<file path="config.mk">
export PLATFORM = sky130hd
export DESIGN_NAME = mp_icache_maint_arbiter
export DESIGN_NICKNAME = d
export VERILOG_FILES = /design/src/rtl/mp_icache_maint_pkg.sv /design/src/rtl/mp_icache_rr_arbiter.sv /design/src/rtl/mp_icache_maint_arbiter.sv
export SDC_FILE = /design/constraint.sdc
export NUM_CORES = 1
export LEC_CHECK = 0
export BUFFER_PORTS_ARGS = -buffer_cell sky130_fd_sc_hd__clkbuf_2
export CAP_MARGIN = 10
export CORE_MARGIN = 2
export CORE_UTILIZATION = 35
export CTS_BUF_LIST = sky130_fd_sc_hd__clkbuf_4 sky130_fd_sc_hd__clkbuf_8 sky130_fd_sc_hd__clkbuf_16
export CTS_CLUSTER_DIAMETER = 120
export DETAILED_ROUTE_END_ITERATION = 10
export MAX_ROUTING_LAYER = met4
export PLACE_DENSITY_LB_ADDON = 0.3
export SLEW_MARGIN = 25
export SYNTH_ARGS = -nofsm -noshare
export SYNTH_HDL_FRONTEND = slang
export SYNTH_HIERARCHICAL = 1
export SYNTH_SLANG_ARGS = --single-unit
</file>
<file path="constraint.sdc">
create_clock -name clk_i -period 5 [get_ports clk_i]
set_clock_uncertainty 0.1 [all_clocks]
set_input_delay 0.25 -clock clk_i [delete_from_list [all_inputs] [get_ports clk_i]]
set_output_delay 0.25 -clock clk_i [all_outputs]
set_load 0.005 [all_outputs]
</file>
<file path="src/rtl/mp_icache_maint_pkg.sv">
// ----------------------------------------------------------------------------
// mp_icache_maint_pkg
// Shared types for the icache maintenance arbiter: the requester operation
// encoding and the arbiter FSM states.
// ----------------------------------------------------------------------------
package mp_icache_maint_pkg;

    localparam int unsigned ADDR_W = 32;

    // Requester operation encoding (matches the 2-bit req_op_i field).
    typedef enum logic [1:0] {
        OP_ENABLE    = 2'b00,
        OP_DISABLE   = 2'b01,
        OP_FLUSH     = 2'b10,
        OP_SEL_FLUSH = 2'b11
    } maint_op_e;

    typedef enum logic [2:0] {
        IDLE,
        WAIT_EN,
        WAIT_DIS,
        WAIT_FL,
        WAIT_SEL,
        RESP
    } maint_state_e;

endpackage

</file>
<file path="src/rtl/mp_icache_rr_arbiter.sv">
// ----------------------------------------------------------------------------
// mp_icache_rr_arbiter
// NB_REQ-way round-robin arbiter. The grant is the first active request at or
// after the pointer (wrapping). When enable is high and a grant is made, the
// pointer moves to the slot after the winner.
// Ports:
//   clk_i, rst_ni  clock, asynchronous active-low reset
//   req            request vector
//   enable         grant is being consumed this cycle (pointer update)
//   grant          one-hot grant (all zero when no request)
//   grant_idx      binary index of the grant
//   any            at least one request is active
// ----------------------------------------------------------------------------
module mp_icache_rr_arbiter #(
    parameter int unsigned NB_REQ = 4
) (
    input  logic                      clk_i,
    input  logic                      rst_ni,
    input  logic [NB_REQ-1:0]         req,
    input  logic                      enable,
    output logic [NB_REQ-1:0]         grant,
    output logic [$clog2(NB_REQ)-1:0] grant_idx,
    output logic                      any
);

    localparam int unsigned IDX_W = $clog2(NB_REQ);

    logic [IDX_W-1:0] ptr;
    logic [IDX_W-1:0] cand;

    // Modulo-NB_REQ addition; NB_REQ need not be a power of two.
    function automatic logic [IDX_W-1:0] wrap_add(input logic [IDX_W-1:0] base,
                                                  input int unsigned      off);
        int unsigned sum;
        sum = 32'(base) + off;
        return IDX_W'(sum % NB_REQ);
    endfunction

    always_comb begin
        // NOTE: every variable gets a default before any conditional write, so no latch is inferred.
        grant     = '0;
        grant_idx = '0;
        any       = 1'b0;
        cand      = '0;
        for (int unsigned k = 0; k < NB_REQ; k++) begin
            cand = wrap_add(ptr, k);
            if (!any && req[cand]) begin
                any       = 1'b1;
                grant_idx = cand;
            end
        end
        grant[grant_idx] = any;
    end

    // NOTE: registers are written with non-blocking assignments so every flop samples pre-edge values.
    always_ff @(posedge clk_i or negedge rst_ni) begin
        if (!rst_ni) begin
            ptr <= '0;
        end else if (enable && any) begin
            ptr <= wrap_add(grant_idx, 1);
        end
    end

endmodule

</file>
<file path="src/rtl/mp_icache_maint_arbiter.sv">
// ----------------------------------------------------------------------------
// mp_icache_maint_arbiter
// Shares the cluster icache maintenance interface (bypass, flush, selective
// flush) among NB_REQ requesters. One operation is admitted at a time in
// round-robin order; the cache handshake is driven until acknowledged or
// until TIMEOUT expires, then a one-cycle completion pulse is returned to the
// requester that issued the operation.
// Ports:
//   clk_i, rst_ni                    clock, asynchronous active-low reset
//   req_valid_i/op_i/addr_i          per-requester operation request
//   req_ready_o                      one-hot accept (combinational, IDLE only)
//   done_o, done_err_o               one-hot completion pulse, 1 = timed out
//   bypass_req_o, bypass_ack_i       bypass level and per-bank bypass state
//   flush_req_o, flush_ack_i         full flush handshake
//   sel_flush_req_o/addr_o/ack_i     selective flush handshake
//   busy_o                           operation in progress
// ----------------------------------------------------------------------------
module mp_icache_maint_arbiter
    import mp_icache_maint_pkg::*;
#(
    parameter int unsigned NB_REQ   = 4,
    parameter int unsigned NB_BANKS = 4,
    parameter int unsigned TIMEOUT  = 1024
) (
    input  logic                           clk_i,
    input  logic                           rst_ni,
    input  logic [NB_REQ-1:0]              req_valid_i,
    input  logic [NB_REQ-1:0][1:0]         req_op_i,
    input  logic [NB_REQ-1:0][ADDR_W-1:0]  req_addr_i,
    output logic [NB_REQ-1:0]              req_ready_o,
    output logic [NB_REQ-1:0]              done_o,
    output logic                           done_err_o,
    output logic                           bypass_req_o,
    input  logic [NB_BANKS-1:0]            bypass_ack_i,
    output logic                           flush_req_o,
    input  logic                           flush_ack_i,
    output logic                           sel_flush_req_o,
    output logic [ADDR_W-1:0]              sel_flush_addr_o,
    input  logic                           sel_flush_ack_i,
    output logic                           busy_o
);

    localparam int unsigned IDX_W = $clog2(NB_REQ);
    localparam int unsigned CNT_W = $clog2(TIMEOUT);
    // Abort once TIMEOUT-1 wait cycles have passed without ack, so the error
    // pulse lands exactly TIMEOUT cycles after the accept.
    localparam logic [CNT_W-1:0] CNT_LAST = CNT_W'(TIMEOUT - 2);

    maint_state_e      state;
    logic [IDX_W-1:0]  id;
    logic [CNT_W-1:0]  cnt;

    logic [NB_REQ-1:0] grant;
    logic [IDX_W-1:0]  grant_idx;
    logic              any_valid;
    logic              idle;
    logic              ack_ok;
    maint_op_e         grant_op;

    assign idle     = (state == IDLE);
    assign grant_op = maint_op_e'(req_op_i[grant_idx]);

    mp_icache_rr_arbiter #(
        .NB_REQ(NB_REQ)
    ) u_rr (
        .clk_i    (clk_i),
        .rst_ni   (rst_ni),
        .req      (req_valid_i),
        .enable   (idle),
        .grant    (grant),
        .grant_idx(grant_idx),
        .any      (any_valid)
    );

    assign req_ready_o = idle ? grant : '0;
    assign busy_o      = !idle;

    // Completion condition of the wait state currently occupied; acks seen
    // in IDLE or RESP fall to the default and are ignored.
    always_comb begin
        ack_ok = 1'b0;
        unique case (state)
            WAIT_EN:  ack_ok = (bypass_ack_i == '0);
            WAIT_DIS: ack_ok = &bypass_ack_i;
            WAIT_FL:  ack_ok = flush_ack_i;
            WAIT_SEL: ack_ok = sel_flush_ack_i;
            default:  ack_ok = 1'b0;
        endcase
    end

    always_ff @(posedge clk_i or negedge rst_ni) begin
        if (!rst_ni) begin
            state            <= IDLE;
            id               <= '0;
            cnt              <= '0;
            done_o           <= '0;
            done_err_o       <= 1'b0;
            bypass_req_o     <= 1'b1;   // cache stays bypassed until enabled
            flush_req_o      <= 1'b0;
            sel_flush_req_o  <= 1'b0;
            sel_flush_addr_o <= '0;
        end else begin
            unique case (state)
                IDLE: begin
                    if (any_valid) begin
                        id  <= grant_idx;
                        cnt <= '0;
                        unique case (grant_op)
                            OP_ENABLE: begin
                                bypass_req_o <= 1'b0;
                                state        <= WAIT_EN;
                            end
                            OP_DISABLE: begin
                                bypass_req_o <= 1'b1;
                                state        <= WAIT_DIS;
                            end
                            OP_FLUSH: begin
                                flush_req_o <= 1'b1;
                                state       <= WAIT_FL;
                            end
                            default: begin
                                sel_flush_req_o  <= 1'b1;
                                sel_flush_addr_o <= req_addr_i[grant_idx];
                                state            <= WAIT_SEL;
                            end
                        endcase
                    end
                end
                WAIT_EN, WAIT_DIS, WAIT_FL, WAIT_SEL: begin
                    // A late ack on the timeout cycle still counts as success.
                    if (ack_ok || cnt == CNT_LAST) begin
                        state           <= RESP;
                        done_o          <= NB_REQ'(1) << id;
                        done_err_o      <= !ack_ok;
                        flush_req_o     <= 1'b0;
                        sel_flush_req_o <= 1'b0;
                    end else if (cnt != '1) begin
                        cnt <= cnt + 1'b1;
                    end
                end
                RESP: begin
                    done_o     <= '0;
                    done_err_o <= 1'b0;
                    state      <= IDLE;
                end
                default: state <= IDLE;
            endcase
        end
    end

endmodule

</file>
# After elaboration in Yosys (flattened, before gate mapping)

Index checks and enable logic that the tools add are counted.

$mul: 0
Reduce and logical (&&, ||, !) cells: 28
Eq/ne operators: 15
Order comparisons: 6
Bitwise gates (word level): 2
Multiplexer cells: 44
Divide/modulo/power cells: 0
Shifts and indexed selects: 1
$add $sub $neg: 5

Operators by type and width:

| cell                  | count |
|---|---|
| $bmux 32 s2           | 1 |
| $mux 32               | 1 |
| $mux 10               | 3 |
| $pmux 10 s2           | 1 |
| $reduce_and 4->1      | 4 |
| $lt 2x3->1 const B    | 5 |
| $mux 1                | 15 |
| $add 10x1->10 const B | 1 |
| $eq 10x10->1 const B  | 1 |
| $mux 2                | 5 |
| $ne 10x10->1 const B  | 1 |
| $pmux 3 s3            | 1 |
| $bmux 1 s2            | 4 |
| $mux 4                | 2 |
| $ne 2x2->1 const B    | 4 |
| $pmux 1 s2            | 4 |
| $pmux 4 s2            | 1 |
| $eq 3x2->1 const B    | 2 |
| $eq 3x3->1 const B    | 2 |
| $mux 3                | 2 |
| $pmux 3 s2            | 1 |
| $reduce_and 2->1      | 3 |
| $reduce_and 3->1      | 2 |
| $reduce_bool 2->1     | 3 |
| other kinds (21)      | 32 |

ROM bits: 0
Latch bits: 0
Input port bits: 148
Output and inout port bits: 45
Logic and storage cells: 111
Register bits after elaboration: 57
RAM bits: 0
Memories: 0

# Logic depth before layout (Yosys ltp)

Depth in word-level cells: 19
Depth in mapped cells: 12
Gate-level depth less buffers: 9

# By module

The synthesis kept the hierarchy.

By module, submodules not included:

| module                  | area each (um2) | sequential area each (um2) | cells an instance | times used |
|---|---|---|---|---|
| mp_icache_maint_arbiter | 3428.3          | 1377.6                     | 268               | 1 |
| mp_icache_rr_arbiter    | 269.0           | 50.0                       | 26                | 1 |

# Worst setup path before layout

OpenSTA, ideal clock, no wires.

Path kind: register -> register
From: reg u_rr.ptr[1]
To: reg sel_flush_addr_o[0]
Slack: 1941 ps
Required time: 4775 ps
Period minus slack after synthesis: 3059 ps
Cell stages (with the launch flop): 12
Data arrival time: 2834 ps
Buffers on the path: 3
Setup time: 125 ps
Path through: dfrtp_1 -> or3b_2 -> o221ai_1 -> inv_1 -> buf_2 -> buf_2 -> mux4_2 -> ha_1 -> nand2_1 -> nor2_2 -> buf_4 -> mux2_2

Longest elaborated chain between the ends: 18
Elaborated cells between the ends (all ways): 35
Those cells by class: 3 x add/sub; 2 x eq/ne; 20 x mux; 1 x bitwise; 9 x reduce/logical

Ends and longest elaborated chain:

| item                                                                 | RTL line                       | text |
|---|---|---|
| start: declaration                                                   | mp_icache_rr_arbiter.sv:28     | `logic [IDX_W-1:0] ptr;` |
| start signal: assignment                                             | mp_icache_rr_arbiter.sv:60     | `ptr <= wrap_add(grant_idx, 1);` |
| parallel branches: the longest is 11 deep, another holds $add 2x1->2 | --                             |  |
| $mux 2 (*)                                                           | mp_icache_rr_arbiter.sv:47     | `if (!any && req[cand]) begin` |
| named net grant_idx[0]                                               | mp_icache_maint_arbiter.sv:54  | `logic [IDX_W-1:0] grant_idx;` |
| $bmux 2 s2                                                           | mp_icache_maint_arbiter.sv:61  | `assign grant_op = maint_op_e'(req_op_i[grant_idx]);` |
| $mux 2 (implied by the code)                                         | mp_icache_maint_arbiter.sv:61  |  |
| $eq 2x2->1, or another cell as far along                             | mp_icache_maint_arbiter.sv:108 | `unique case (grant_op)` |
| $reduce_or 3->1 (no source line)                                     | --                             |  |
| $not 1->1 (no source line)                                           | --                             |  |
| $reduce_and 3->1 (no source line)                                    | --                             |  |
| end signal: assignment                                               | mp_icache_maint_arbiter.sv:123 | `sel_flush_addr_o <= req_addr_i[grant_idx];` |
| end: declaration                                                     | mp_icache_maint_arbiter.sv:38  | `output logic [ADDR_W-1:0] sel_flush_addr_o,` |

Mark *: on every way through the listed nets, which the timed path passes. The select of a mux whose other input is x is not followed.
A chain may end at the register's enable or synchronous reset.

# Worst setup path in the final report

From: reg u_rr.ptr[1]
To: reg sel_flush_addr_o[16]

Same word-level chain as after synthesis.

==> out/qor.csv <==
stage,metric,value,unit
run,drv_cap,0,
timing,drv_slew,0,
floorplan,num_rows,37,
global_route,antenna_found_initial,0,
synth,synth_nets,452,
route,drtPass1Iterations,4,
timing,tightest_slew,909,ps
synth,synth.top_cell.area_share,37.9,%
power_and_ir_drop,power_frac_seq,32.9,%
clocking,post_cts_resize_count,0,
floorplan,core_area,10300,um^2
synth,netlist_area,3700,um^2
placed_design,gp_congestion,0.767,
route,vias,3177,
worst_setup_path,cp.arrival,3350,ps
global_route,grt_pass1_wl,15500,um
global_route,grt_use_met1,21.9,%
worst_setup_path,cp_cell_sequence,or3b_2 > o221ai_1 > inv_2 > mux4_2 > ha_1 > nand2_1 > nor2_4 > mux2_2,
synth,synth.area.top_cells,"dfrtp_1 (38%), mux4_2 (21%), mux2_2 (10%), ha_1 (3.4%), nand2_1 (2.3%)",
clocking,clk_path_buf_depth,2,
timing,max_freq,308,MHz
synth,synthDistinctLibCells,57,
route,first_iter_violations,93,
power_and_ir_drop,p_leak,2.39,nW
floorplan,die_h,107,um
worst_setup_path,startpoint_type,register,
global_route,grt_pass1_vias,3196,
worst_setup_path,crit_required,5110,ps
power_and_ir_drop,internal-power,1.62,mW
global_route,grt_overflow,0,
synth,syn_area_per_cell,12.6,um^2
layout,syn_to_final_growth,34.5,%
clocking,cts_made_buffers,9,
layout,drive_above_1_share,62.1,%
synth,syn_inst,294,
placed_design,dp_hpwl,7910,um
power_and_ir_drop,p_sw,0.905,mW
global_route,grtUsageMet2,29.1,%
power_and_ir_drop,switching_share,35.9,%
layout,n_antenna_cell,0,
timing,hold_viol,0,
global_route,track_usage,18.0,%
floorplan,die-area,11400,um^2
power_and_ir_drop,power.density,507,nW/um^2
timing,finalSetupViolCount,0,
timing,post-route-min-period,3240,ps
clocking,clock-sinks,57,
worst_setup_path,cp_num_buf_inv,1,
synth,yosys_warnings,6,
synth,synth_seq_area_share,38.6,%
clocking,clk_pin_slew_worst_paths,70,ps
route,postRouteWirelength,9890,um
worst_hold_path,hold_path_class,input port to register,
floorplan,design.portCount,193,
power_and_ir_drop,power.share.clock,19.4,%
clocking,cts_tree,yes,
timing,grt_setup_unrepaired,false,
route,route.antenna.remaining_nets,0,
floorplan,die_x,107,um
global_route,top_usage_layer,met2,
placed_design,portBuffers,192,
placed_design,placed_area,4740,um^2
worst_setup_path,path_max_fanout,33,
layout,mostFrequentLayoutCells,"clkbuf_2 (192), dfrtp_1 (56), mux4_2 (34), mux2_2 (34), nand2_1 (23)",
layout,final_nets,639,
timing,fin_crit_sh,64.9,%
layout,final_common_cell,clkbuf_2,
power_and_ir_drop,p_comb_share,47.7,%
worst_setup_path,cpMaxStageDelayCell,nor2_4,
timing,relSlewSlack,39.3,%
global_route,grt_max_degree,58,
route,viasPerCell,5.11,
synth,synth_area_leader_cell,dfrtp_1,
worst_setup_path,critPathKind,register to register,
layout,finish.instance_area,4970,um^2
worst_setup_path,critPathCaptureType,register,
power_and_ir_drop,ir_drop,0.172,mV
clocking,postCtsSetupBuffers,0,
synth,synth_seq_cells,57,
route,route.detailed.drc,0,
floorplan,floorplan.initialDensity,36.0,%
worst_setup_path,slowest_delay,700,ps
clocking,h-tree-depth,3,
timing,setup-tns-final,0,ps
global_route,use_met3,3.16,%
status,status,finished clean,
clocking,cts_root_buffer,clkbuf_8,
clocking,hold_buffers,1,
clocking,clk_latency,330,ps
route,wire_per_inst,15.9,um
worst_setup_path,cpLargestDelayFamily,simple AND/OR/NAND/NOR gates,
-- synthesized netlist by cell type, drive strengths merged --
cell     number
dfrtp        56
mux2         36
mux4         34
nand2        24
nand3        15
buf          12
nor2         11
ha           10
and2          9
o21ai         9
a21oi         8
clkbuf        8
inv           8
or4           8
o211ai        6
nand4         5
nor3          3
or3           3
a31oi         2
and4          2
nand3b        2
a211o         1
a21boi        1
a21o          1
a32o          1
a41oi         1
and2b         1
and4b         1
clkinv        1
dfstp         1
mux2i         1
nand2b        1
nor2b         1
nor4          1
nor4b         1
o21a          1
o221ai        1
o22a          1
o22ai         1
o2bb2ai       1
o311ai        1
o32a          1
or2           1
or3b          1
-- power groups by stage --
stage | combinational (mW) | clock (mW) | sequential, mW
detailed placement | 1.22 | 0 | 0.840
finish | 1.20 | 0.490 | 0.830
global route | 1.32 | 0.523 | 0.862
floorplan | 0.845 | 0 | 0.812
global placement | 1.20 | 0 | 0.831
CTS | 1.22 | 0.499 | 0.831
-- per-stage QoR --
stage	utilization [%]	hold WS (ps)	power [mW]	setup WS [ps]	std cells
3_5_place_dp	46.1	341	2.06	1770	605
3_3_place_gp	46.1	343	2.03	1850	605
6_report	48.4	185	2.52	1760	622
4_1_cts	48.4	167	2.56	1750	622
5_1_grt	48.4	202	2.70	1540	622
2_1_floorplan	-	-146	1.66	1940	294
-- layout make-up --
cell class | instances | area (um^2)
timing repair buffer | 196 | 993
tap | 136 | 170
sequential | 57 | 1430
multi-input combinational | 208 | 2120
clock buffer | 11 | 145
inverter | 9 | 33.8
fill | 967 | 5310
clock inverter | 5 | 78.8
-- registers in the layout, summed over array words and instances, names as in the netlist --
name and cells:
u_rr/ptr 2, done_o 4, id 2, bypass_req_o 1, flush_req_o 1, sel_flush_addr_o 32, state 3, done_err_o 1
sel_flush_req_o 1, cnt 10
-- worst register-to-register path, stage by stage (launching register included) --
cell and delay, ps:
dfrtp_1 460, or3b_2 500, o221ai_1 170, inv_2 120, mux4_2 410, ha_1 150, nand2_1 90, nor2_4 700
mux2_2 430
-- cells by family after synthesis --
kind of cell,after synthesis,synth area share (%)
multiplexers,71,32.1
flip-flops,57,38.6
AND/OR/NAND/NOR,90,14.5
buffers and inverters,29,4.13
adder cells (fa/ha/maj),10,3.38
AO/OA/AOI/OAI,37,7.21
-- per-layer routing --
metal | up-vias | wire length (um) | part of all wire, %
met3 | 23 | 532 | 5.4
met5 | - | 0 | 0
met1 | 1510 | 3990 | 40
li1 | 1504 | - | -
met4 | 0 | 352 | 3.6
met2 | 140 | 5010 | 51
-- final timing paths --
kind / startpoint / to / slack [ps] / cells after the start
hold reg to reg: sel_flush_req_o$_DFFE_PN0P_ / sel_flush_req_o$_DFFE_PN0P_ / 400 / 2
min in group asynchronous: rst_ni / cnt[6]$_DFFE_PN0P_ / 500 / 3
setup reg to reg: u_rr/ptr[1]$_DFFE_PN0P_ / sel_flush_addr_o[16]$_DFFE_PN0P_ / 1760 / 8
setup / recovery: u_rr/ptr[1]$_DFFE_PN0P_ / sel_flush_addr_o[16]$_DFFE_PN0P_ / 1760 / 8
max in group asynchronous: rst_ni / sel_flush_addr_o[16]$_DFFE_PN0P_ / 3820 / 3
hold / removal: sel_flush_ack_i / done_err_o$_DFFE_PN0P_ / 180 / 4
(Power assumes the default switching activity.)
